## config.mk

```make
export PLATFORM = sky130hd
export DESIGN_NAME = pwm_pio_generator
export DESIGN_NICKNAME = d
export VERILOG_FILES = /design/src/rtl/pwm_pio_generator.sv
export SDC_FILE = /design/constraint.sdc
export NUM_CORES = 1
export LEC_CHECK = 0
export CAP_MARGIN = 20
export CORE_MARGIN = 3
export CORE_UTILIZATION = 59
export CTS_CLUSTER_SIZE = 28
export DETAILED_ROUTE_END_ITERATION = 16
export GPL_ROUTABILITY_DRIVEN = 0
export HOLD_SLACK_MARGIN = 0.02
export PLACE_DENSITY = 0.87
export REMOVE_ABC_BUFFERS = 1
export SKIP_LAST_GASP = 1
export SLEW_MARGIN = 20
export SYNTH_ARGS = -nofsm -noshare
export SYNTH_HDL_FRONTEND = slang
export SYNTH_SLANG_ARGS = --single-unit
```

## constraint.sdc

```tcl
create_clock -name clk_clk -period 16.5 [get_ports clk_clk]
set_input_delay 3.3 -clock clk_clk [delete_from_list [all_inputs] [get_ports clk_clk]]
set_output_delay 3.3 -clock clk_clk [all_outputs]
set_load 0.03 [all_outputs]
```

## src/rtl/pwm_pio_generator.sv

```systemverilog
// PWM generator driven by Nios PIO words: double-buffered period/duty shadows,
// immediate kill (stop bit0) and graceful stop at period end (stop bit1).
module pwm_pio_generator #(
  parameter int WIDTH      = 32,
  parameter int MIN_PERIOD = 2,
  parameter int CNT_W      = 16
) (
  input  logic             clk_clk,
  input  logic             reset_reset,
  input  logic [WIDTH-1:0] period_export,
  input  logic [WIDTH-1:0] duty_export,
  input  logic [31:0]      stop_export,
  output logic             pwm_out,
  output logic             period_start,
  output logic             running,
  output logic             cfg_err,
  output logic [CNT_W-1:0] period_count
);

  localparam logic [WIDTH-1:0] MinPer   = WIDTH'(MIN_PERIOD);
  localparam logic [WIDTH-1:0] OneW     = WIDTH'(1);
  localparam logic [CNT_W-1:0] OneC     = CNT_W'(1);

  typedef enum logic [1:0] {Idle, Run, Drain} stateT;

  stateT            state_q, state_d;
  logic [WIDTH-1:0] cnt_q, cnt_d;
  logic [WIDTH-1:0] perSh_q, perSh_d;
  logic [WIDTH-1:0] dutySh_q, dutySh_d;
  logic [CNT_W-1:0] periodCount_q, periodCount_d;
  logic             pwm_q, pwm_d;
  logic             start_q, start_d;
  logic             running_q, running_d;
  logic             cfgErr_q, cfgErr_d;

  logic killReq;
  logic drainReq;
  logic periodOk;
  logic lastClock;
  logic unusedStopBits;

  assign killReq        = stop_export[0];
  assign drainReq       = stop_export[1];
  assign periodOk       = period_export >= MinPer;
  assign lastClock      = cnt_q == (perSh_q - OneW);
  assign unusedStopBits = ^stop_export[31:2];

  always_ff @(posedge clk_clk) begin
    if (reset_reset) begin
      state_q       <= Idle;
      cnt_q         <= '0;
      perSh_q       <= '0;
      dutySh_q      <= '0;
      periodCount_q <= '0;
      pwm_q         <= 1'b0;
      start_q       <= 1'b0;
      running_q     <= 1'b0;
      cfgErr_q      <= 1'b0;
    end else begin
      state_q       <= state_d;
      cnt_q         <= cnt_d;
      perSh_q       <= perSh_d;
      dutySh_q      <= dutySh_d;
      periodCount_q <= periodCount_d;
      pwm_q         <= pwm_d;
      start_q       <= start_d;
      running_q     <= running_d;
      cfgErr_q      <= cfgErr_d;
    end
  end

  // Kill beats both the wrap and the graceful stop; shadows reload only on a RUN wrap.
  always_comb begin
    state_d       = state_q;
    cnt_d         = cnt_q;
    perSh_d       = perSh_q;
    dutySh_d      = dutySh_q;
    periodCount_d = periodCount_q;
    case (state_q)
      Idle: begin
        cnt_d = '0;
        if (!killReq && !drainReq && periodOk) begin
          state_d  = Run;
          perSh_d  = period_export;
          dutySh_d = duty_export;
        end
      end
      Run, Drain: begin
        if (killReq) begin
          state_d = Idle;
          cnt_d   = '0;
        end else if (lastClock) begin
          cnt_d         = '0;
          periodCount_d = periodCount_q + OneC;
          if (state_q == Drain) begin
            state_d = Idle;
          end else begin
            if (periodOk) begin
              perSh_d  = period_export;
              dutySh_d = duty_export;
            end
            if (drainReq) state_d = Drain;
          end
        end else begin
          cnt_d = cnt_q + OneW;
          if (state_q == Run && drainReq) state_d = Drain;
        end
      end
      default: begin
        state_d = Idle;
        cnt_d   = '0;
      end
    endcase
  end

  // Outputs are registered from the next-state values so they align with cnt.
  always_comb begin
    running_d = state_d != Idle;
    pwm_d     = running_d && (cnt_d < dutySh_d);
    start_d   = running_d && (cnt_d == '0);
    cfgErr_d  = (state_q == Idle) && (stop_export[1:0] == 2'b00) && !periodOk;
  end

  assign pwm_out      = pwm_q;
  assign period_start = start_q;
  assign running      = running_q;
  assign cfg_err      = cfgErr_q;
  assign period_count = periodCount_q;

endmodule
```

==> results by group <==
Global routing
  • Remaining Overflow, GRT: 0
  • Met1 usage: 34.67%
  • Largest net degree at the start of global routing: 55
  • M3 GR Usage: 6.010%
  • Gr busiest metal: met2
  • GRT Util Overall: 27.67%
  • Antenna violations before repair: 0
  • Met2 usage: 47.37%
  • Vias in the first global route: 6,467
  • Global-route wire length before repair: 30,040 um

Min path
  • Hold Crit Class: register to register

Synthesis
  • Synthesized instance count: 867
  • Main synth FF type: dfxtp_1
  • Area leader, netlist: dfxtp_1
  • Sequential area share after synthesis: 32.78%
  • Synth Register Bits: 118
  • Post-synth EDFFs: 0
  • Synth Area in Adders: 6.598%
  • Synth Area in XOR/XNOR: 10.21%
  • Async SR Flop Fraction: 0%
  • Cell area after synthesis: 7206 um2
  • Syn avg cell area: 8.311 um2
  • Synth area leaders: dfxtp_1 33%, nor2_1 7.3%, ha_1 6.6%
  • Yosys top cell area share: 32.78%
  • Synth unique cells: 63
  • Main combinational cell family by area after synthesis: simple AND/OR/NAND/NOR gates
  • Post-Synth Simple-Gate Area: 24.28%
  • Yosys warnings: 0
  • Compound-Gate Fraction of Synth Area: 16.46%
  • Post-synthesis mux area share: 5.470%

Floorplanning
  • Row count: 39
  • Die width: 116.5 um
  • Chip height: 116.5 um
  • Die Area: 13,570 um2
  • IO Pins: 118
  • Core area: 11,660 um2
  • Initial core utilization: 61.79%

Finish
  • Area occupied by multi-input gates: 4553 um2
  • Commonest non-fill, non-tap cell in the layout: nor2_1
  • Fin nets: 1,062
  • Diode count: 0
  • Fillers: 861
  • Most frequent cells in the layout: 141 x nor2_1, 118 x dfxtp_1, 86 x clkdlybuf4s50_1
  • Area Overhead vs Synth: 20.45%
  • Share of layout cells above drive strength 1: 6.816%
  • Sequential cell area: 2362 um2

Worst setup path
  • Critical path startpoint category: primary input
  • CP Data Arrival Time: 8210 ps
  • Critical path type: primary input to register
  • Req. time, crit path: 16,850 ps
  • CP Capture Type: register
  • Crit path max fanout: 32

Clock network
  • Root buf cell: clkbuf_16
  • Post-CTS Hold Buffers: 0
  • Number of CTS-inserted buffers: 17
  • Clock latency at the later pin of the worst-skew pair: 430 ps
  • Post-CTS setup repair buffer count: 0
  • Clock sink total: 118
  • Reg clk slew, reported paths: 50 ps
  • Max Buffers Root-to-Sink: 2
  • Post_cts resized: 0
  • H-tree depth: 4
  • CTS tree: done

Timing
  • Post-route minimum period: 7863 ps
  • Fin crit share: 47.65%
  • Setup TNS: 0 ps
  • Slew headroom: 41.71%
  • Slew Viols, Final: 0
  • Final Hold Fails: 0
  • # setup viols final: 0
  • Skew final: 9.160 ps
  • Fmax: 127.2 MHz
  • Worst-Margin Slew: 866.4 ps
  • RSZ-0062 raised after global routing: no

Pwr
  • Power Density: 91.40 nW/um2
  • Leakage: 3.456 nW
  • Total chip power: 0.7933 mW
  • Worst vdd ir: 0.07394 mV

Route
  • DRC Markers: 0
  • Routed Antenna Nets: 0
  • Vias: 6,695
  • Wire per inst: 16.67 um
  • Initial DRT Pass Iterations: 6
  • Total routed wirelength: 18,040 um
  • Initial DRC count: 616
  • Vias/cell: 6.188

Run
  • Maximum Capacitance Violations: 0

Place
  • Detail Placement HPWL: 12,950 um
  • I/O Buffers: 87

Status
  • Status: complete, no violations
flip-flops by register name, indices dropped and copies added (netlist names):
name,count
cfg_err,1
cnt_q,32
dutySh_q,32
perSh_q,32
period_count,16
period_start,1
pwm_out,1
running,1
state_q,2
report_power, final:
| part | switching, mW | internal, mW | total [mW] |
|---|---|---|---|
| clock network | 0.131 | 0.240 | 0.371 |
| logic | 0.0629 | 0.0546 | 0.117 |
| registers | 0.0106 | 0.294 | 0.305 |
cells in the mapped netlist (3+ instances only):
library cell / instances
and4_1: 4
ha_1: 38
mux2i_1: 36
nor4_1: 23
o21a_1: 3
and2_1: 5
o211ai_1: 4
nor3b_1: 3
clkbuf_1: 43
dfxtp_1: 118
a22o_1: 32
a21o_1: 13
nand2b_1: 3
or4_1: 5
buf_4: 3
a211oi_1: 4
o2111ai_1: 4
inv_1: 17
nand3b_1: 3
a31o_2: 3
xor2_1: 42
nand4_1: 30
nor2b_1: 4
nor3_1: 17
a22oi_1: 32
and3_1: 12
a21oi_1: 21
mux2_2: 3
or2_2: 6
buf_2: 5
o21ai_0: 23
or3_1: 14
xnor2_1: 42
o31ai_1: 5
nand2_1: 39
nor2_1: 141
nand3_1: 35
kinds of logic after synthesis:
group                    after synthesis
XOR/XNOR                              84
AO/OA/AOI/OAI                        163
buffers and inverters                 72
AND/OR/NAND/NOR                      353
adder cells (fa/ha/maj)               38
flip-flops                           118
multiplexers                          39
area by class of cell:
cell class                 count  share of cell area [%]
clock buffer                  23                   5.737
clock inverter                 9                   1.124
inverter                      17                  0.7352
multi-input combinational    677                   52.46
sequential                   118                   27.22
tap                          143                   2.061
timing repair buffer          95                   10.67
per-layer routing:
metal,wire [um],vias to the layer above
met4,370,0
met5,0,-
met3,923,43
met2,9026,195
li1,-,3269
met1,7721,3188
critical path, cell delays in order:
cell,delay [ps]
clkdlybuf4s50_1,440
nor4_1,570
nand4_1,260
nor2_1,260
or3_1,160
nor4_1,70
a21bo_2,260
nand3b_1,80
buf_4,320
a22oi_1,160
ha_1,330
a21o_1,170
a21oi_1,170
nand3_1,120
a221oi_1,320
o21ai_0,190
a221oi_1,280
o21ai_0,120
a21oi_1,320
o21ai_0,140
a21oi_1,160
stage by stage:
| stage | setup WS [ps] | utilization (%) | instance area, um2 | hold slack [ps] | std cells |
|---|---|---|---|---|---|
| global route | 8344 | 74.42 | 8680 | 483.2 | 1082 |
| finish | 8637 | 74.42 | 8680 | 470.5 | 1082 |
| CTS | 8803 | 74.37 | 8673 | 475.2 | 1082 |
| floorplan | 9482 | - | 6967 | 442.8 | 812 |
| global placement | 8449 | 69.26 | 8078 | 456.1 | 1050 |
| detailed placement | 8380 | 69.26 | 8078 | 454.5 | 1050 |
worst paths after layout:
kind                      startpoint                      to  slack, ps  cells after the start
max                period_export[27]      pwm_out$_SDFF_PP0_       8640                     21
max reg2reg  perSh_q[0]$_SDFFE_PP0P_      pwm_out$_SDFF_PP0_       9480                     23
min reg2reg   dutySh_q[1]$_SDFF_PP0_  dutySh_q[1]$_SDFF_PP0_        470                      1
min           dutySh_q[1]$_SDFF_PP0_  dutySh_q[1]$_SDFF_PP0_        470                      1
Power figures use the tool's default switching activity.
